==> src/rtl/apb_bridge_pkg.sv <==
// Shared types and default widths for the two-requester APB master.
// Latency: n/a (types and constants only).
// Backpressure: n/a.
package apb_bridge_pkg;

    typedef enum logic [1:0] {
        IDLE   = 2'd0,
        SETUP  = 2'd1,
        ACCESS = 2'd2
    } apb_state_e;

    localparam int DEF_ADDR_WD = 32;
    localparam int DEF_DATA_WD = 32;
    localparam int DEF_STRB_WD = DEF_DATA_WD / 8;
    localparam int DEF_PROT_WD = 3;
    localparam int DEF_TIMEOUT = 16;

    // Wait counter width; a disabled timeout still needs a one-bit counter.
    function automatic int cnt_width(input int timeout);
        return (timeout == 0) ? 1 : $clog2(timeout + 1);
    endfunction

endpackage

==> src/rtl/rr_arb2.sv <==
// Two-way round-robin grant with a pointer that moves past the last finished owner.
// Latency: grant is combinational; pointer updates one cycle after a completion.
// Backpressure: none; the caller decides when a grant is actually taken.
module rr_arb2 (
    input  logic       b_pclk,
    input  logic       b_prst,
    input  logic [1:0] req_vld,
    input  logic       done,
    input  logic       done_idx,
    output logic       gnt_vld,
    output logic       gnt_idx
);

    logic ptr;

    // Pointer favours the requester that did not own the transfer that just ended.
    always_ff @(posedge b_pclk) begin
        if (b_prst) begin
            ptr <= 1'b0;
        end else if (done) begin
            ptr <= ~done_idx;
        end
    end

    // Pointer wins when it is requesting, otherwise the other side takes the slot.
    always_comb begin
        gnt_vld = |req_vld;
        gnt_idx = req_vld[ptr] ? ptr : ~ptr;
    end

endmodule

==> src/rtl/apb_rr_master_arb.sv <==
// Round-robin arbitration of two valid/ready requesters onto one APB4 master port.
// Latency: accept T, SETUP T+1, ACCESS T+2.., response pulse one cycle after the last ACCESS.
// Backpressure: requests are only accepted in IDLE; b_pready stalls ACCESS until done or timeout.
module apb_rr_master_arb
    import apb_bridge_pkg::*;
#(
    parameter int ADDR_WD = DEF_ADDR_WD,
    parameter int DATA_WD = DEF_DATA_WD,
    parameter int STRB_WD = DEF_STRB_WD,
    parameter int PROT_WD = DEF_PROT_WD,
    parameter int TIMEOUT = DEF_TIMEOUT
) (
    input  logic                 b_pclk,
    input  logic                 b_prst,
    input  logic [1:0]           req_valid,
    output logic [1:0]           req_ready,
    input  logic [1:0]           req_write,
    input  logic [2*ADDR_WD-1:0] req_addr,
    input  logic [2*DATA_WD-1:0] req_wdata,
    input  logic [2*STRB_WD-1:0] req_strb,
    input  logic [2*PROT_WD-1:0] req_prot,
    output logic [1:0]           rsp_valid,
    output logic [DATA_WD-1:0]   rsp_rdata,
    output logic                 rsp_err,
    output logic                 b_psel,
    output logic                 b_penable,
    output logic                 b_pwrite,
    output logic [ADDR_WD-1:0]   b_paddr,
    output logic [DATA_WD-1:0]   b_pwdata,
    output logic [STRB_WD-1:0]   b_pstrb,
    output logic [PROT_WD-1:0]   b_pprot,
    input  logic [DATA_WD-1:0]   b_prdata,
    input  logic                 b_pready
);

    localparam int CNT_WD = cnt_width(TIMEOUT);

    apb_state_e         state;
    logic [CNT_WD-1:0]  acc_cnt;
    logic               own;
    logic               gnt_vld;
    logic               gnt_idx;
    logic               accept;
    logic               timeout_hit;
    logic               xfer_done;
    logic               sel_write;
    logic [ADDR_WD-1:0] sel_addr;
    logic [DATA_WD-1:0] sel_wdata;
    logic [STRB_WD-1:0] sel_strb;
    logic [PROT_WD-1:0] sel_prot;

    rr_arb2 u_arb (
        .b_pclk   (b_pclk),
        .b_prst   (b_prst),
        .req_vld  (req_valid),
        .done     (xfer_done),
        .done_idx (own),
        .gnt_vld  (gnt_vld),
        .gnt_idx  (gnt_idx)
    );

    // Accept decision, abort detection and the granted requester's fields.
    always_comb begin
        accept      = (state == IDLE) && gnt_vld && !b_prst;
        req_ready   = 2'b00;
        if (accept) begin
            req_ready = gnt_idx ? 2'b10 : 2'b01;
        end
        timeout_hit = 1'b0;
        if (TIMEOUT != 0) begin
            timeout_hit = (acc_cnt == CNT_WD'(TIMEOUT - 1));
        end
        xfer_done = (state == ACCESS) && (b_pready || timeout_hit);
        sel_write = req_write[gnt_idx];
        sel_addr  = gnt_idx ? req_addr[2*ADDR_WD-1:ADDR_WD]  : req_addr[ADDR_WD-1:0];
        sel_wdata = gnt_idx ? req_wdata[2*DATA_WD-1:DATA_WD] : req_wdata[DATA_WD-1:0];
        sel_strb  = gnt_idx ? req_strb[2*STRB_WD-1:STRB_WD]  : req_strb[STRB_WD-1:0];
        sel_prot  = gnt_idx ? req_prot[2*PROT_WD-1:PROT_WD]  : req_prot[PROT_WD-1:0];
    end

    // APB sequencer: registered bus outputs, wait counter and one-cycle response pulse.
    always_ff @(posedge b_pclk) begin
        if (b_prst) begin
            state     <= IDLE;
            own       <= 1'b0;
            acc_cnt   <= '0;
            b_psel    <= 1'b0;
            b_penable <= 1'b0;
            b_pwrite  <= 1'b0;
            b_paddr   <= '0;
            b_pwdata  <= '0;
            b_pstrb   <= '0;
            b_pprot   <= '0;
            rsp_valid <= 2'b00;
            rsp_rdata <= '0;
            rsp_err   <= 1'b0;
        end else begin
            rsp_valid <= 2'b00;
            rsp_rdata <= '0;
            rsp_err   <= 1'b0;
            case (state)
                IDLE: begin
                    if (accept) begin
                        state    <= SETUP;
                        own      <= gnt_idx;
                        acc_cnt  <= '0;
                        b_psel   <= 1'b1;
                        b_pwrite <= sel_write;
                        b_paddr  <= sel_addr;
                        b_pwdata <= sel_wdata;
                        b_pstrb  <= sel_write ? sel_strb : '0;
                        b_pprot  <= sel_prot;
                    end
                end
                SETUP: begin
                    state     <= ACCESS;
                    b_penable <= 1'b1;
                end
                ACCESS: begin
                    if (xfer_done) begin
                        state          <= IDLE;
                        b_psel         <= 1'b0;
                        b_penable      <= 1'b0;
                        rsp_valid[own] <= 1'b1;
                        rsp_err        <= !b_pready;
                        rsp_rdata      <= (b_pready && !b_pwrite) ? b_prdata : '0;
                    end else begin
                        acc_cnt <= acc_cnt + 1'b1;
                    end
                end
                default: begin
                    state <= IDLE;
                end
            endcase
        end
    end

endmodule

==> config.mk <==
export PLATFORM = sky130hd
export DESIGN_NAME = apb_rr_master_arb
export DESIGN_NICKNAME = d
export VERILOG_FILES = /design/src/rtl/apb_bridge_pkg.sv /design/src/rtl/rr_arb2.sv /design/src/rtl/apb_rr_master_arb.sv
export SDC_FILE = /design/constraint.sdc
export NUM_CORES = 1
export LEC_CHECK = 0
export CAP_MARGIN = 20
export CORE_UTILIZATION = 35
export DETAILED_ROUTE_END_ITERATION = 10
export PLACE_DENSITY = 0.78
export SYNTH_ARGS = -nofsm -noshare
export SYNTH_HDL_FRONTEND = slang
export SYNTH_SLANG_ARGS = --single-unit
==> constraint.sdc <==
create_clock -name b_pclk -period 1.93 [get_ports b_pclk]
set_input_delay 0.386 -clock b_pclk [delete_from_list [all_inputs] [get_ports b_pclk]]
set_output_delay 0.386 -clock b_pclk [all_outputs]
set_load 0.03 [all_outputs]
==> flow_metrics.py <==
metrics = {
    "synth": {
        "seq_area_frac_synth": 0.4671,
        "synth_top_area_cell": "dfxtp_1",
        "ys_warn_count": 0,
        "syn_inst": 562,
        "synth_edf_count": 0,
        "synth_top_area_share": 0.4671,
        "synthMuxAreaShare": 0,
        "syn_nets": 745,
        "synth_top_family_by_area": "compound AO/OA/AOI/OAI gates",
        "ys_ff_latch": 118,
        "synthArstFlopShare": 0,
        "avgSynthCellArea_um2": 8.999,
        "synthXorXnorAreaFrac": 0,
        "synthFlopType": "dfxtp_1",
        "synth_cell_types": 42,
        "synth_area_um2": 5057,
        "synth_compound_area_frac": 0.3026,
        "post_synth_and_or_nand_nor_area_fraction": 0.1529,
        "synth_area_leaders": "dfxtp_1, a311oi_1, a21oi_1",
        "synthAdderAreaFrac": 0.004948,
    },
    "die": {
        "num_rows": 43,
        "die_area_um2": 14930,
        "core-area_um2": 13990,
        "die_width_um": 122.2,
        "pin_count": 292,
        "die_y_um": 122.2,
        "initial_core_util": 0.3615,
    },
    "power_and_ir_drop": {
        "powerDensity_nw_per_um2": 880.3,
        "p_clk_frac": 0.413,
        "p_comb_frac": 0.240,
        "seqPwrFrac": 0.348,
        "swShare": 0.2856,
        "peakVddDrop_mv": 0.6065,
        "p_sw_mw": 2.244,
        "p_int_mw": 5.611,
        "cellLeakagePower_nw": 3.211,
    },
    "cells_and_area": {
        "diodes": 0,
        "nFillCells": 1179,
        "area_growth_syn_to_layout_pct": 76.45,
        "final_nets": 1026,
        "layout-drive-gt1-share": 0.1157,
        "post-route-cell-area_um2": 8924,
        "fin_util": 0.6379,
    },
    "timing": {
        "min_period_ns": 1.875,
        "fmax_mhz": 533.3,
        "grt_setup_unrepaired": "false",
        "slew_violations": 0,
        "hold_viol": 0,
        "setup_violations": 0,
        "hold_ws_ns": 0.4849,
        "final.period_utilization": 0.9715,
        "worstMarginPinSlew_ns": 0.6055,
        "setup_tns_ns": 0,
        "final.setup_skew_ns": 0.006882,
        "slew_headroom": 0.5963,
    },
    "critical_path": {
        "critPathMaxFanout": 2,
        "r2r_cells": 8,
        "cpLargestDelayFamily": "buffers and inverters",
        "crit_slowest_cell": "clkdlybuf4s50_1",
        "worst_setup_path_end_kind": "output pin",
        "timing.rr.end": "acc_cnt[2]$_SDFFE_PP0P_",
        "slowest_delay_ns": 0.75,
        "r2r_setup_slack_ns": 0.10,
        "crit_path_start_kind": "flip-flop",
        "crit_required_ns": 1.54,
        "path_buf_inv": 1,
        "worstPathCellList": "clkdlybuf4s50_1",
        "arrival_ns": 1.49,
        "reg2reg_from": "acc_cnt[0]$_SDFFE_PP0P_",
        "crit_type": "reg2out",
    },
    "global_route": {
        "grt_pass1_wl_um": 28320,
        "gr-total-overflow": 0,
        "antenna_found_initial": 0,
        "grt_pass1_vias": 5430,
        "grt_start_max_net_pins": 64,
        "track_usage": 0.2462,
    },
    "clock_tree": {
        "clockRootBuffer": "clkbuf_16",
        "cts_buffers": 17,
        "clk-insertion-delay-late_ns": 0.41,
        "cts_tree": "built",
        "path_clk_slew_ns": 0.06,
        "h-tree-depth": 4,
        "clockBufferDepth": 2,
        "ctsHoldBuffers": 0,
        "clock-sinks": 118,
    },
    "placed_design": {
        "placed_area_um2": 8257,
        "dp_hpwl_um": 12570,
        "io_buffers": 291,
        "gp_congestion": 0.8085,
    },
    "drt": {
        "drt-initial-drc-count": 378,
        "drcViolationCount": 0,
        "wl_per_cell_um": 17.76,
        "ant_nets": 0,
        "vias": 5705,
        "drtPass1Iterations": 5,
        "viasPerCell": 5.507,
        "routed_wl_um": 18400,
    },
    "hold_path": {
        "min_from": "b_penable$_SDFFE_PP0P_",
        "min_to": "b_penable$_SDFFE_PP0P_",
        "hold_path.class": "reg2reg",
        "hold-path-cell-count": 2,
    },
    "run": {
        "cap_violations": 0,
    },
    "run_status": {
        "outcome": "completed",
    },
}
## worst max-delay path by stage
stage / start / slack (ns) / endpoint / cells after the start
2_1_floorplan: acc_cnt[0]$_SDFFE_PP0P_ / 0.0007 / acc_cnt[0]$_SDFFE_PP0P_ / 7
3_3_place_gp: req_valid[0] / -0.25 / req_ready[0] / 5
3_5_place_dp: req_valid[0] / -0.24 / req_ready[0] / 5
4_1_cts: req_valid[1] / -0.01 / req_ready[0] / 4
5_1_grt: state[1]$_SDFFE_PP0P_ / 0.002 / req_ready[0] / 4
6_report: b_pwdata[1]$_SDFFE_PP0P_ / 0.05 / b_pwdata[1] / 1
## timing repair
action	in CTS	in global routing
setup endpoints to repair	5	8
buffers inserted	0	2
pin swaps	2	3
resized for setup	7	8
## power by group through the flow
stage / registers (mW) / logic, mW / clock network (mW)
2_1_floorplan: 3.10 / 0.599 / 0
3_3_place_gp: 2.77 / 1.86 / 0
3_5_place_dp: 2.78 / 1.87 / 0
4_1_cts: 2.73 / 1.88 / 3.29
5_1_grt: 2.75 / 2.00 / 3.42
6_report: 2.73 / 1.88 / 3.24
## placed cells by master, fill, tap and decap left out, types with 2 or more instances in the layout
cell / netlist / layout
dfxtp_1: 118 / 116
buf_12: 0 / 10
and2_1: 33 / 32
ha_2: 0 / 2
clkinvlp_4: 0 / 6
nand2b_1: 2 / 2
a311oi_1: 74 / 74
inv_1: 3 / 3
o21ai_0: 63 / 63
nand3_1: 69 / 69
buf_4: 8 / 31
nor3_1: 3 / 2
a21oi_1: 79 / 78
dfxtp_2: 0 / 2
clkdlybuf4s50_1: 0 / 284
inv_6: 0 / 2
clkbuf_16: 0 / 17
o211ai_1: 6 / 6
nor2_4: 1 / 2
dlymetal6s2s_1: 0 / 2
bufinv_16: 0 / 3
dlygate4sd2_1: 0 / 2
nand2_2: 0 / 2
o21ai_1: 8 / 8
nand2_1: 4 / 2
nor4b_4: 2 / 2
nand4_1: 4 / 4
clkinv_4: 0 / 2
## cells by family after synthesis
| kind of cell | Yosys count |
|---|---|
| compound gates | 239 |
| fa+ha+maj | 2 |
| simple gates | 131 |
| buf+inv | 72 |
| flops | 118 |
## per-layer routing
metal  global-route usage  routed length, um
met5                    0                  0
met4              0.09146                437
met3              0.08848               1844
met2               0.4129               9101
met1               0.2855               7017
## final cells by class
| cell class | count | area [um2] | share of cell area |
|---|---|---|---|
| clock buffers | 18 | 439.2 | 0.04921 |
| clock inverters | 14 | 175.2 | 0.01963 |
| inverters | 4 | 15.01 | 0.001683 |
| multi-input cells | 372 | 2375 | 0.2661 |
| flip-flops and latches | 118 | 2365 | 0.2650 |
| well taps | 180 | 225.2 | 0.02524 |
| repair buffers | 330 | 3329 | 0.3731 |
## registers in the layout, indices dropped and copies added, names as in the netlist, 2 cells and up
| register | cells |
|---|---|
| rsp_rdata | 32 |
| b_pstrb | 4 |
| b_pprot | 3 |
| b_pwdata | 32 |
| state | 2 |
| b_paddr | 32 |
| rsp_valid | 2 |
| acc_cnt | 5 |
## Yosys cell counts, drive strengths merged, types with 2 or more instances
cell / number
nand3: 69
nand2: 4
buf: 44
nand2b: 3
clkbuf: 24
o21ai: 72
nor3: 3
and2: 33
or2: 2
a311oi: 75
nor2: 4
ha: 2
nor4b: 2
inv: 4
o211ai: 6
a21oi: 79
nand4: 4
dfxtp: 118
## through the flow
| stage | std cells | total power, mW | setup WS (ns) |
|---|---|---|---|
| finish | 1036 | 7.855 | 0.05494 |
| global route | 1036 | 8.173 | 0.002244 |
| CTS | 1034 | 7.903 | -0.01171 |
| detailed placement | 1002 | 4.651 | -0.2441 |
| global placement | 1002 | 4.635 | -0.2502 |
| floorplan | 562 | 3.702 | 0.0006748 |
Note: power is estimated with default switching activity, not from simulation.
